[config.mk]
export PLATFORM = sky130hd
export DESIGN_NAME = bisection_ctrl
export DESIGN_NICKNAME = d
export VERILOG_FILES = /design/src/rtl/bisection_pkg.sv /design/src/rtl/bisection_wb_regs.sv /design/src/rtl/bisection_ctrl.sv
export SDC_FILE = /design/constraint.sdc
export NUM_CORES = 1
export LEC_CHECK = 0
export CAP_MARGIN = 20
export CORE_MARGIN = 2
export CORE_UTILIZATION = 45
export CTS_BUF_LIST = sky130_fd_sc_hd__clkbuf_16
export DETAILED_ROUTE_END_ITERATION = 6
export GPL_ROUTABILITY_DRIVEN = 0
export PLACE_DENSITY = 0.74
export SYNTH_ARGS = -nofsm -noshare
export SYNTH_HDL_FRONTEND = slang
export SYNTH_SLANG_ARGS = --single-unit
[constraint.sdc]
create_clock -name clk -period 2.5 [get_ports clk]
set_input_delay 0.5 -clock clk [delete_from_list [all_inputs] [get_ports clk]]
set_output_delay 0.5 -clock clk [all_outputs]
set_load 0.03 [all_outputs]
[src/rtl/bisection_pkg.sv]
// Shared definitions for the bisection controller: register byte offsets,
// the controller FSM state type and the datapath widths.
package bisection_pkg;

  localparam int unsigned COEF_W  = 16;
  localparam int unsigned ALPHA_W = 20;
  localparam int unsigned ITER_W  = 16;

  localparam logic [7:0] REG_CTRL   = 8'h00;
  localparam logic [7:0] REG_STATUS = 8'h04;
  localparam logic [7:0] REG_COEF   = 8'h08;
  localparam logic [7:0] REG_ITER   = 8'h0C;
  localparam logic [7:0] REG_RESULT = 8'h10;
  localparam logic [7:0] REG_CYCLES = 8'h14;

  typedef enum logic [1:0] {
    ST_IDLE    = 2'd0,
    ST_LOAD    = 2'd1,
    ST_RUN     = 2'd2,
    ST_CAPTURE = 2'd3
  } state_t;

endpackage

[src/rtl/bisection_wb_regs.sv]
// Wishbone slave register file for the bisection controller.
// Ports: clk/reset (sync, active-low); wbs_* Wishbone slave bus;
// busy/done/early/result/cycles status from the FSM; coef/iter/irq_en
// configuration out; start/abort/done_clr single-cycle command strobes,
// decoded combinationally from the accepted write so they coincide with ack.
module bisection_wb_regs
  import bisection_pkg::*;
#(
  parameter logic [31:0] BASE_ADDR = 32'h3000_0000
) (
  input  logic               clk,
  input  logic               reset,
  input  logic               wbs_cyc_i,
  input  logic               wbs_stb_i,
  input  logic               wbs_we_i,
  input  logic [3:0]         wbs_sel_i,
  input  logic [31:0]        wbs_adr_i,
  input  logic [31:0]        wbs_dat_i,
  output logic               wbs_ack_o,
  output logic [31:0]        wbs_dat_o,
  input  logic               busy,
  input  logic               done,
  input  logic               early,
  input  logic [ALPHA_W-1:0] result,
  input  logic [ITER_W-1:0]  cycles,
  output logic [COEF_W-1:0]  coef,
  output logic [ITER_W-1:0]  iter,
  output logic               irq_en,
  output logic               start,
  output logic               abort,
  output logic               done_clr
);

  logic        hit;
  logic        req;
  logic        wr;
  logic [7:0]  offset;
  logic [31:0] rdata;
  logic        unused_bits;

  assign hit    = (wbs_adr_i[31:8] == BASE_ADDR[31:8]);
  assign offset = wbs_adr_i[7:0];
  // The !ack term makes back-to-back acks impossible.
  assign req    = wbs_cyc_i & wbs_stb_i & ~wbs_ack_o;
  assign wr     = req & wbs_we_i & hit;

  assign start    = wr & (offset == REG_CTRL)   & wbs_sel_i[0] & wbs_dat_i[0];
  assign abort    = wr & (offset == REG_CTRL)   & wbs_sel_i[0] & wbs_dat_i[1];
  assign done_clr = wr & (offset == REG_STATUS) & wbs_sel_i[0] & wbs_dat_i[1];

  assign unused_bits = ^{wbs_sel_i[3:2], wbs_dat_i[31:16]};

  always_comb begin
    rdata = '0;
    if (hit) begin
      case (offset)
        REG_CTRL:   rdata[2]           = irq_en;
        REG_STATUS: rdata[2:0]         = {early, done, busy};
        REG_COEF:   rdata[COEF_W-1:0]  = coef;
        REG_ITER:   rdata[ITER_W-1:0]  = iter;
        REG_RESULT: rdata[ALPHA_W-1:0] = result;
        REG_CYCLES: rdata[ITER_W-1:0]  = cycles;
        default:    rdata = '0;
      endcase
    end
  end

  always_ff @(posedge clk) begin
    if (!reset) begin
      wbs_ack_o <= 1'b0;
      wbs_dat_o <= '0;
      coef      <= '0;
      iter      <= '0;
      irq_en    <= 1'b0;
    end else begin
      wbs_ack_o <= req;
      wbs_dat_o <= (req & ~wbs_we_i) ? rdata : '0;
      if (wr) begin
        case (offset)
          REG_CTRL: if (wbs_sel_i[0]) irq_en <= wbs_dat_i[2];
          REG_COEF: begin
            if (wbs_sel_i[0]) coef[7:0]  <= wbs_dat_i[7:0];
            if (wbs_sel_i[1]) coef[15:8] <= wbs_dat_i[15:8];
          end
          REG_ITER: begin
            if (wbs_sel_i[0]) iter[7:0]  <= wbs_dat_i[7:0];
            if (wbs_sel_i[1]) iter[15:8] <= wbs_dat_i[15:8];
          end
          default: ;
        endcase
      end
    end
  end

endmodule

[src/rtl/bisection_ctrl.sv]
// Bisection core controller: Wishbone-programmed run sequencer.
// Ports: clk/reset (sync, active-low); wbs_* Wishbone slave bus;
// core_rst_o active-high core reset; coef_o coefficient shadow (z01 at
// [1:0] .. z14 at [15:14]); core_alpha_i root estimate from the core;
// irq_o level completion interrupt (done & irq_en).
module bisection_ctrl
  import bisection_pkg::*;
#(
  parameter logic [31:0] BASE_ADDR = 32'h3000_0000,
  parameter int unsigned STABLE    = 4
) (
  input  logic               clk,
  input  logic               reset,
  input  logic               wbs_cyc_i,
  input  logic               wbs_stb_i,
  input  logic               wbs_we_i,
  input  logic [3:0]         wbs_sel_i,
  input  logic [31:0]        wbs_adr_i,
  input  logic [31:0]        wbs_dat_i,
  output logic               wbs_ack_o,
  output logic [31:0]        wbs_dat_o,
  output logic               core_rst_o,
  output logic [COEF_W-1:0]  coef_o,
  input  logic [ALPHA_W-1:0] core_alpha_i,
  output logic               irq_o
);

  localparam int unsigned SW = $clog2(STABLE + 1);

  state_t              state;
  logic                load_second;
  logic [ITER_W-1:0]   cnt;
  logic [ITER_W-1:0]   cnt_next;
  logic [ITER_W-1:0]   iter;
  logic [ITER_W-1:0]   iter_eff;
  logic [ITER_W-1:0]   cycles;
  logic [SW-1:0]       same_cnt;
  logic [SW-1:0]       same_next;
  logic [ALPHA_W-1:0]  alpha_prev;
  logic [ALPHA_W-1:0]  result;
  logic [COEF_W-1:0]   coef;
  logic                rst_pulse;
  logic                done;
  logic                early;
  logic                early_hit;
  logic                busy;
  logic                irq_en;
  logic                start;
  logic                abort;
  logic                done_clr;
  logic                iter_hit;
  logic                stable_hit;

  bisection_wb_regs #(.BASE_ADDR(BASE_ADDR)) u_regs (
    .clk       (clk),
    .reset     (reset),
    .wbs_cyc_i (wbs_cyc_i),
    .wbs_stb_i (wbs_stb_i),
    .wbs_we_i  (wbs_we_i),
    .wbs_sel_i (wbs_sel_i),
    .wbs_adr_i (wbs_adr_i),
    .wbs_dat_i (wbs_dat_i),
    .wbs_ack_o (wbs_ack_o),
    .wbs_dat_o (wbs_dat_o),
    .busy      (busy),
    .done      (done),
    .early     (early),
    .result    (result),
    .cycles    (cycles),
    .coef      (coef),
    .iter      (iter),
    .irq_en    (irq_en),
    .start     (start),
    .abort     (abort),
    .done_clr  (done_clr)
  );

  assign busy       = (state != ST_IDLE);
  assign irq_o      = done & irq_en;
  // rst_pulse covers both the reset period and the one-cycle abort pulse.
  assign core_rst_o = (state == ST_LOAD) | rst_pulse;

  assign iter_eff = (iter == '0) ? ITER_W'(1) : iter;
  assign cnt_next = cnt + ITER_W'(1);
  assign iter_hit = (cnt_next == iter_eff);

  // Run length of identical alpha samples within the current run; the
  // first RUN cycle starts a fresh run of length one.
  always_comb begin
    same_next = SW'(1);
    if ((cnt != '0) && (core_alpha_i == alpha_prev)) same_next = same_cnt + SW'(1);
  end
  assign stable_hit = (same_next == SW'(STABLE));

  always_ff @(posedge clk) begin
    if (!reset) begin
      state       <= ST_IDLE;
      load_second <= 1'b0;
      cnt         <= '0;
      same_cnt    <= '0;
      alpha_prev  <= '0;
      result      <= '0;
      cycles      <= '0;
      done        <= 1'b0;
      early       <= 1'b0;
      early_hit   <= 1'b0;
      coef_o      <= '0;
      rst_pulse   <= 1'b1;
    end else begin
      rst_pulse <= abort;
      if (done_clr) done <= 1'b0;
      if (abort) begin
        state <= ST_IDLE;
      end else begin
        case (state)
          ST_IDLE: begin
            if (start) begin
              state       <= ST_LOAD;
              load_second <= 1'b0;
              coef_o      <= coef;
              done        <= 1'b0;
              early       <= 1'b0;
              early_hit   <= 1'b0;
              cnt         <= '0;
              same_cnt    <= '0;
            end
          end
          ST_LOAD: begin
            load_second <= 1'b1;
            if (load_second) state <= ST_RUN;
          end
          ST_RUN: begin
            cnt        <= cnt_next;
            same_cnt   <= same_next;
            alpha_prev <= core_alpha_i;
            if (iter_hit || stable_hit) begin
              state     <= ST_CAPTURE;
              early_hit <= stable_hit;
            end
          end
          ST_CAPTURE: begin
            result <= core_alpha_i;
            cycles <= cnt;
            done   <= 1'b1;
            early  <= early_hit;
            state  <= ST_IDLE;
          end
          default: state <= ST_IDLE;
        endcase
      end
    end
  end

endmodule

==> run metrics, run 1 <==
Synth Flop Type=dfxtp_1; total grt overflow=0; Tot GR Track Use=25.90%; post-synth cell types=72; post-DR wirelength/cell=18.11 µm; final std cells w/o fill=1246; overall power=5559 µW; fin crit period=2.485 ns; # rows=45; Lkg Pwr=0.004360 µW; Via-to-Cell Ratio=5.612; Core ar.=0.01531 mm²; worst slew pin tran=0.5828 ns; H-tree depth=4; post-DP HPWL=15.36 mm; CP Class=input port to flip-flop; CTS Sinks=152; Final nets=1122; worst-case clock buffer depth=2; post-route ant nets=0; Top-Level Pins=144; CP Capture Type=flip-flop; CTS root buffer=clkbuf_16; number of DRC markers in iteration 0=854; number of global-route vias before repair=6432; CTS tree=done; Post-Syn Area per Cell=8.534 µm²; setup TNS=0 ns; worst r2r path cells=8; layout cells sized above 1=20.00%; Slew HR=61.15%; # DRC=0; PwrDens=547.2 mW/mm²; Peak Freq=402.4 MHz; Synth top cells by count=157 x nand2_1, 152 x dfxtp_1, 85 x a21oi_1; clock-pin slew on the worst setup and hold paths=0.06 ns; IO buf count=113; CP required=2.81 ns; Die X=129.5 µm; via count=6993; Gate Count Post-Synth=830; Mapped Area=0.007083 mm²; area share of the largest cell type after synthesis=42.96%; startpoint types=input port; WL final=22.57 mm; run status=finished clean; Async S/R FF share, synth=0%; Post-synth EDFFs=0; arrival time worst endpoint=2.80 ns; fraction of the cycle the final worst path needs=99.41%; largest net degree at the start of global routing=125; Setup violations, final=0; worst-path maximum fanout=18; die height=129.5 µm; Initial Util=46.25%; sequential area share after synthesis=42.96%; Synth Register Bits=152; Synth area leaders=dfxtp_1 43%, nand2_1 8.3%, a21oi_1 6.0%; Pre-Repair DR Iteration Count=6; Num CTS Buffers=17; Max VDD drop=0.4591 mV; min-delay worst type=flip-flop to flip-flop; clk_lat worst skew=0.43 ns; Yosys warning count=0; count leader, synth=nand2_1; initial antenna violation count=0; DP Cell Count=1210; area leader, netlist=dfxtp_1; Area Overhead vs Synth=43.42%; Fin. Hold Viols=0; WHS Path Cells=2; n_diodes=0; Die ar.=0.01676 mm²; clock skew=0.008478 ns; max cap viols=0; max-slew violations=0; first-pass GRT wire length=33.47 mm
## cell type report
| type | count | area, µm² |
|---|---|---|
| multi-input cells | 615 | 3975 |
| fillers | 1251 | 5156 |
| flip-flops and latches | 152 | 3057 |
| clock inverters | 15 | 185.2 |
| repair buffers | 226 | 2213 |
| well taps | 211 | 264.0 |
| clock buffers | 17 | 425.4 |
| inverters | 10 | 38.79 |
## layout by cell type (no fill, tap or decap), drive strengths merged, types with 12 or more instances in the layout
| master | n |
|---|---|
| a21oi | 86 |
| a221oi | 14 |
| a22oi | 15 |
| and2 | 12 |
| and3 | 13 |
| buf | 111 |
| clkbuf | 20 |
| clkdlybuf4s50 | 77 |
| conb | 12 |
| dfxtp | 152 |
| dlymetal6s2s | 34 |
| inv | 12 |
| mux2i | 38 |
| nand2 | 157 |
| nand3 | 18 |
| nand4 | 14 |
| nor2 | 76 |
| nor3 | 13 |
| nor4 | 20 |
| xnor2 | 18 |
| xor2 | 24 |
## final timing paths
check / from / end / slack [ns]
worst max-delay path: wbs_adr_i[15] / cnt[11] / 0.01
worst min register to register: coef_o[9] / coef_o[9] / 0.45
worst max register to register: same_cnt[0] / state[1] / 0.07
worst min-delay path: coef_o[9] / coef_o[9] / 0.45
## repair_timing
action / CTS / global route
endpoints found under the hold margin: 0 / 0
pin swaps: 4 / 27
buffers inserted: 0 / 2
hold buffers: 0 / 0
gates cloned: 0 / 3
gates resized for setup: 9 / 84
endpoints found under the setup margin: 7 / 97
## routing by layer
metal  routed length [µm]  vias to the layer above  part of all wire (%)  global-route usage (%)
li1                     -                     3281                     -                       -
met1                 9539                     3355                    42                   34.69
met2                10710                      307                    47                   42.48
met3                 1618                       50                   7.2                   4.666
met4                  701                        0                   3.1                   8.539
met5                    0                        -                     0                       0
## through the flow
step           setup slack, ns  cell area (µm²)  utilization (%)  hold WS, ns
5_1_grt               -0.03351            10160            66.33       0.4738
3_5_place_dp           -0.4615             9121            59.56       0.4430
6_report               0.01468            10160            66.33       0.4528
3_3_place_gp           -0.5038             9121            59.56       0.4375
2_1_floorplan           0.1316             7124                -       0.4319
4_1_cts               0.001472             9776            63.83       0.4517
## power breakdown
group | total [µW] | switching [µW] | internal (µW)
Sequential | 2440 | 10.9 | 2430
Clock | 2660 | 1000 | 1650
Combinational | 457 | 245 | 212
Total | 5560 | 1260 | 4300
## kinds of logic (layout without fill, tap and decap cells)
kind of cell             Yosys count  count (layout)  synth area share (%)
buffers and inverters             75             268                 5.123
XOR/XNOR                          43              43                 5.511
multiplexers                      38              38                 5.370
other                              1              12               0.05294
adder cells (fa/ha/maj)            7               7                 1.236
AND/OR/NAND/NOR                  351             352                 24.54
flip-flops                       152             152                 42.96
AO/OA/AOI/OAI                    163             163                 15.21
## critical path, stage by stage
cell and delay [ns]:
clkdlybuf4s50_1 0.42, nor4_2 0.26, nand2_1 0.18, or4_4 0.50
o21ai_4 0.30, nor2_4 0.06, buf_12 0.15, and2_2 0.20
o211a_1 0.21
## registers in the layout, summed over array words and instances (netlist names)
| name | cells |
|---|---|
| alpha_prev | 20 |
| cnt | 16 |
| coef_o | 16 |
| cycles | 16 |
| done | 1 |
| early | 1 |
| early_hit | 1 |
| load_second | 1 |
| result | 20 |
| rst_pulse | 1 |
| same_cnt | 3 |
| state | 2 |
| u_regs.coef | 16 |
| u_regs.irq_en | 1 |
| u_regs.iter | 16 |
| u_regs.wbs_ack_o | 1 |
| u_regs.wbs_dat_o | 20 |
No activity file was read; power rests on OpenSTA's default activity.
==> run 2, diff against run 1 <==
--- a/config.mk
+++ b/config.mk
@@ -13,5 +13,6 @@
 export GPL_ROUTABILITY_DRIVEN = 0
-export PLACE_DENSITY = 0.74
+export PLACE_DENSITY = 0.73
 export SYNTH_ARGS = -nofsm -noshare
 export SYNTH_HDL_FRONTEND = slang
+export SYNTH_HIERARCHICAL = 1
 export SYNTH_SLANG_ARGS = --single-unit
==> constraint.sdc (replaced) <==
create_clock -name clk -period 2.5 [get_ports clk]
set_input_delay 0.25 -clock clk [delete_from_list [all_inputs] [get_ports clk]]
set_output_delay 0.25 -clock clk [all_outputs]
set_load 0.03 [all_outputs]
==> run 2 against run 1 <==
Effect of this change:
- die area rose by 6.9%
- worst setup slack improved by 0.00088 ns
- sequential share of layout area fell by 0.67 points
- maximum frequency barely moved
- worst hold slack got worse by 0.24 ns
- clock skew rose by 0.00087 ns
- largest cell class unchanged
- largest power group unchanged
==> run metrics, run 2 <==
run status=finished clean; PnR worst setup slack=0.01557 ns (+0.0008822 ns); Peak Freq=402.5 MHz (about the same); biggest regs=alpha_prev (20), result (20), u_regs/wbs_dat_o (20); Final nets=1168 (+4.1%); Top-Level Pins=144 (unchanged); Fin Hold WS=0.2100 ns (-0.2428 ns); Post-synth EDFFs=0 (unchanged); number of DRC markers in iteration 0=518 (-39%); Post-Syn Area per Cell=8.532 µm² (about the same); Initial Util=45.90% (-0.35 points); largest net degree at the start of global routing=81 (-35%); Max VDD drop=0.5488 mV (+20%); Reg power frac=45.7% (+1.7 points); CP Class=input port to flip-flop; Num CTS Buffers=17 (unchanged); post-DP HPWL=16.23 mm (+5.7%); CP required=2.83 ns (+0.02 ns); startpoint types=input port; Gate Count Post-Synth=889 (+7.1%); Setup violations, final=0 (unchanged); Mapped Area=0.007585 mm² (+7.1%); Clk pwr share=47.9% (about the same); post-synth cell types=65 (-9.7%); fin crit period=2.484 ns (-0.0008822 ns); clock skew=0.009347 ns (+0.0008692 ns); max cap viols=0 (unchanged); CP Capture Type=flip-flop; min-delay worst type=input port to flip-flop; Fillers=1360 (+8.7%); reg2reg setup slack=0.05 ns (-0.02 ns); Critical path origin=wbs_adr_i[7]; post-DR wirelength/cell=17.37 µm (-4.1%); IO buf count=113 (unchanged); fraction of the cycle the final worst path needs=99.38% (about the same); PwrDens=512.4 mW/mm² (-6.4%); area share of the largest cell type after synthesis=40.12% (-2.8 points); Die ar.=0.01791 mm² (+6.9%); Worst setup endpoint=cnt[15]; commonest non-fill, non-tap cells in the layout=218 x nand2_1, 151 x dfxtp_1, 99 x clkdlybuf4s50_1; Synth top cells by count=220 x nand2_1, 152 x dfxtp_1, 76 x a21boi_0; clock-pin slew on the worst setup and hold paths=0.06 ns (about the same); Yosys warning count=6 (+6); # DRC=0 (unchanged); first-pass GRT wire length=35.56 mm (+6.2%); arrival time worst endpoint=2.81 ns (about the same); sequential area share after synthesis=40.12% (-2.8 points); Synth Flop Type=dfxtp_1; worst-case clock buffer depth=2 (unchanged); post-route ant nets=0 (unchanged); H-tree depth=4 (unchanged); pre-CTS WS=-0.7927 ns (-0.3312 ns); Reg-to-Reg End=cnt[15]; clk_lat worst skew=0.44 ns (about the same); worst r2r path cells=11 (+3); total grt overflow=0 (unchanged); n_diodes=0 (unchanged); CTS Sinks=152 (unchanged); WL final=22.60 mm (+0.17%); Synth area leaders=dfxtp_1 40%, nand2_1 11%, a21boi_0 7.5%; max-slew violations=0 (unchanged); initial antenna violation count=0 (unchanged); count leader, synth=nand2_1; via count=7113 (+1.7%); Async S/R FF share, synth=0% (unchanged); number of global-route vias before repair=6870 (+6.8%); Core ar.=0.01652 mm² (+7.9%); switch share=23.24% (+0.59 points); Pre-Repair DR Iteration Count=5 (-1); Lkg Pwr=0.003852 µW (-12%); layout cells sized above 1=17.11% (-2.9 points); die height=133.8 µm (+3.4%); Tot GR Track Use=25.17% (-0.73 points); CTS root buffer=clkbuf_16; Final Core Density=62.62% (-3.7 points); area leader, netlist=dfxtp_1; commonest non-fill, non-tap cell in the layout=nand2_1; Area Overhead vs Synth=36.42%; # rows=47 (+4.4%); Via-to-Cell Ratio=5.467 (-2.6%); Net Sw Power=1232 µW (-2.1%); worst r2r src=u_regs/wbs_ack_o; Comb pwr share=6.4% (-1.8 points); CTS tree=done; worst-path maximum fanout=8 (-10); internal power=4070 µW (-5.3%); Fin. Hold Viols=0 (unchanged); Die X=133.8 µm (+3.4%); Synth Register Bits=152 (unchanged); unrepaired setup endpoints after global routing=yes
==> run 2: power by group through the flow <==
stage	logic, µW	clock network (µW)	registers (µW)
after floorplan	144	0	2480
after global placement	331	0	2480
after detailed placement	332	0	2480
after CTS	333	2550	2420
final	340	2540	2420
after global routing	362	2670	2420
==> run 2: routing by layer <==
metal | global-route usage [%] | routed length (µm) | vias up
met1 | 32.65 | 9537 | 3360
met4 | 7.624 | 395 | 0
met3 | 5.933 | 1684 | 32
met5 | 0 | 0 | -
met2 | 41.71 | 10990 | 300
li1 | - | - | 3421
==> run 2: logic make-up (layout without fill, tap and decap cells) <==
group | after synthesis | in the layout | share of synthesized area [%]
fa+ha+maj | 7 | 7 | 1.155
mux | 42 | 42 | 5.543
simple gates | 383 | 383 | 26.84
buf+inv | 78 | 259 | 4.652
flops | 152 | 152 | 40.12
xor+xnor | 38 | 38 | 4.388
other cells | 1 | 12 | 0.04944
compound gates | 188 | 188 | 17.26
==> run 2: worst min-delay path by stage <==
stage                         start                   end  cells after the start
floorplan           core_alpha_i[7]         alpha_prev[7]                      2
global placement         result[17]  u_regs/wbs_dat_o[17]                      1
detailed placement       result[17]  u_regs/wbs_dat_o[17]                      1
CTS                           reset                  done                      2
global route                  reset                  done                      2
finish                        reset                  done                      2
==> run 2: layout make-up <==
| cell class | instances | area, µm² | area share (%) |
|---|---|---|---|
| Multi-Input combinational cell | 670 | 4379 | 42.32 |
| Sequential cell | 152 | 3044 | 29.42 |
| Timing Repair Buffer | 214 | 2024 | 19.56 |
| Clock buffer | 17 | 425.4 | 4.111 |
| Tap cell | 220 | 275.3 | 2.660 |
| Clock inverter | 15 | 150.1 | 1.451 |
| Inverter | 13 | 48.80 | 0.4716 |
==> run 2: metrics by stage <==
step / std cells / setup TNS, ns / instance area [µm²] / power [µW]
after floorplan: 900 / -2.311 / 7710 / 2624
after global placement: 1254 / -57.52 / 9523 / 2809
after detailed placement: 1254 / -61.67 / 9523 / 2811
after CTS: 1288 / 0 / 10130 / 5310
after global routing: 1301 / -1.684 / 10350 / 5451
final: 1301 / 0 / 10350 / 5302
==> run 2: critical path: stages <==
cell and delay [ns]:
buf_6 0.09, or4_4 0.52, or3_4 0.40, nor4b_4 0.32, and2_4 0.20, nand2b_4 0.12
nor2b_4 0.23, nor2b_4 0.29, o21ai_1 0.10, nand2_1 0.07, o21ai_1 0.06, and2_1 0.16
==> run 2: repair_timing <==
action / 4_1_cts / 5_1_grt
setup endpoints to repair: 97 / 73
setup buffers: 2 / 13
hold buffers: 0 / 0
resized for setup: 15 / 49
pin swaps: 4 / 22
cloned: 0 / 1
==> run 3, diff against run 2 <==
Settings changed: CORE_UTILIZATION 45 to 47, PLACE_DENSITY 0.73 to 0.76.
==> run 3 against run 2 <==
Effect of this change:
- worst setup slack worse by 0.051 ns
- maximum frequency decreased by 2.0%
- sequential share of layout area up 0.29 points
- the run now ends with setup timing left
==> run metrics, run 3 (same netlist as run 2, synthesis figures left out) <==
run status=finished, violations left; violated checks=setup timing; Storage cell area=0.003045 mm² (about the same); initial antenna violation count=0 (unchanged); # rows=46 (-2.1%); via count=7078 (-0.49%); # DRC=0 (unchanged); largest net degree at the start of global routing=56 (-31%); biggest regs=alpha_prev (20), result (20), u_regs/wbs_dat_o (20); worst-path maximum fanout=7 (-1); arrival time worst endpoint=2.90 ns (+0.09 ns); IO buf count=113 (unchanged); worst-case clock buffer depth=2 (unchanged); clk_lat worst skew=0.43 ns (about the same); n_diodes=0 (unchanged); CP dominant cell by count=or3_4; Num CTS Buffers=17 (unchanged); max-slew violations=0 (unchanged); die height=131.0 µm (-2.1%); Core ar.=0.01583 mm² (-4.2%); Area Overhead vs Synth=35.15%; commonest non-fill, non-tap cells in the layout=219 x nand2_1, 150 x dfxtp_1, 106 x clkdlybuf4s50_1; Max VDD drop=0.6383 mV (+16%); max cap viols=0 (unchanged); CTS tree=done; setup TNS=-0.05657 ns (-0.05657 ns); fraction of the cycle the final worst path needs=101.4% (+2.1 points); CP Class=input port to flip-flop; WL final=22.32 mm (-1.3%); Die X=131.0 µm (-2.1%); fin crit period=2.536 ns (+0.05128 ns); unrepaired setup endpoints after global routing=yes; critical path's largest stage delay=0.53 ns (about the same); Peak Freq=394.4 MHz (-2.0%); Setup violations, final=2 (+2); clock-pin slew on the worst setup and hold paths=0.06 ns (about the same); Initial Util=47.92% (+2.0 points); total grt overflow=0 (unchanged); CP Capture Type=flip-flop; CP required=2.87 ns (+0.04 ns); Die ar.=0.01717 mm² (-4.1%); CTS root buffer=clkbuf_16; Pre-Repair DR Iteration Count=5 (unchanged); number of DRC markers in iteration 0=606 (+17%); CTS Sinks=152 (unchanged); PwrDens=512.9 mW/mm² (about the same); Fin. Hold Viols=0 (unchanged); Tot GR Track Use=26.24% (+1.1 points); PnR worst setup slack=-0.03571 ns (-0.05128 ns); CP max stage cell=or4_4; number of global-route vias before repair=6832 (-0.55%); Fillers=1291 (-5.1%); startpoint types=input port; layout cells sized above 1=16.37% (-0.74 points); post-DR wirelength/cell=17.37 µm (about the same); H-tree depth=4 (unchanged); worst slew pin tran=0.7195 ns; first-pass GRT wire length=34.88 mm (-1.9%); post-DP HPWL=15.83 mm (-2.5%); min-delay worst type=input port to flip-flop; post-route ant nets=0 (unchanged); Lkg Pwr=0.003721 µW (-3.4%); Slew HR=52.03%; pre-CTS WS=-0.8633 ns (-0.07056 ns); Via-to-Cell Ratio=5.508 (+0.75%); commonest non-fill, non-tap cell in the layout=nand2_1; Top-Level Pins=144 (unchanged); area of the multi-input gates=0.004412 mm² (+0.74%); clock skew=0.007610 ns (-0.001737 ns); overall power=5258 µW (-0.84%); Final nets=1156 (-1.0%); CP cell instances=buf_6 > or4_4 > or3_4 > nor4b_4 > and2_4 > nand2b_4 > nor2b_4 > buf_12 > nand2_8 > or3_4 > a21boi_2
==> run 3: cell count changes in the layout (fill, tap and decap cells not counted), sizes merged, moves of 2 or more <==
cell	change
buf	-13
clkdlybuf4s50	+7
dlymetal6s2s	-7
clkinv	-2
clkinvlp	+2
nand2	+2
==> run 3: power by group <==
part | internal (µW) | switching, µW | leakage (µW) | total [µW]
Sequential | 2420 | 0.938 | 0.00123 | 2420
Combinational | 174 | 154 | 0.00222 | 328
Clock | 1390 | 1120 | 0.000275 | 2510
Total | 3980 | 1270 | 0.00372 | 5260
==> run 3: worst paths after layout <==
check        depth (start not counted)  slack [ns]              from                    to
max reg2reg                         10        0.04  u_regs/wbs_ack_o                cnt[3]
max                                 11       -0.04      wbs_adr_i[7]                cnt[3]
min reg2reg                          1        0.46        result[18]  u_regs/wbs_dat_o[18]
min                                  3        0.26             reset         u_regs/irq_en
==> run 3: critical path, delay by kind of cell <==
family                 cells  cell delay [ns]
AOI/OAI and AO/OA          1             0.13
buffers and inverters      2             0.25
and+or+nand+nor            8             2.27
==> run 3: cell type report <==
cell class	instances	area share, %
Multi-Input combinational cell	672	43.04
Inverter	13	0.4760
Tap cell	216	2.636
Sequential cell	152	29.71
Clock buffer	17	4.150
Clock inverter	15	1.355
Timing Repair Buffer	200	18.64
==> run 3: layer usage <==
metal  wire length (µm)  track usage [%]  vias to the layer above  part of all wire (%)
met5                  0                0                        -                     0
met3               1338            5.537                       43                   6.0
li1                   -                -                     3407                     -
met1               9524            34.91                     3353                    43
met4                606            9.950                        0                   2.7
met2              10850            41.97                      275                    49
==> run 3: stage by stage <==
step           cells  hold slack [ns]  utilization, %  cell area, µm²
2_1_floorplan    900           0.3949               -            7710
3_3_place_gp    1240           0.4394           59.66            9443
3_5_place_dp    1240           0.4428           59.66            9443
4_1_cts         1275           0.2505           63.41           10040
5_1_grt         1285           0.2647           64.77           10250
6_report        1285           0.2640           64.77           10250
==> run 3: what timing repair did <==
item,in CTS,in global routing
gates resized for setup,22,31
pin swaps,6,14
hold buffers,0,0
buffers inserted,3,7
endpoints found under the setup margin,97,55
endpoints found under the hold margin,0,0
cloned,0,3
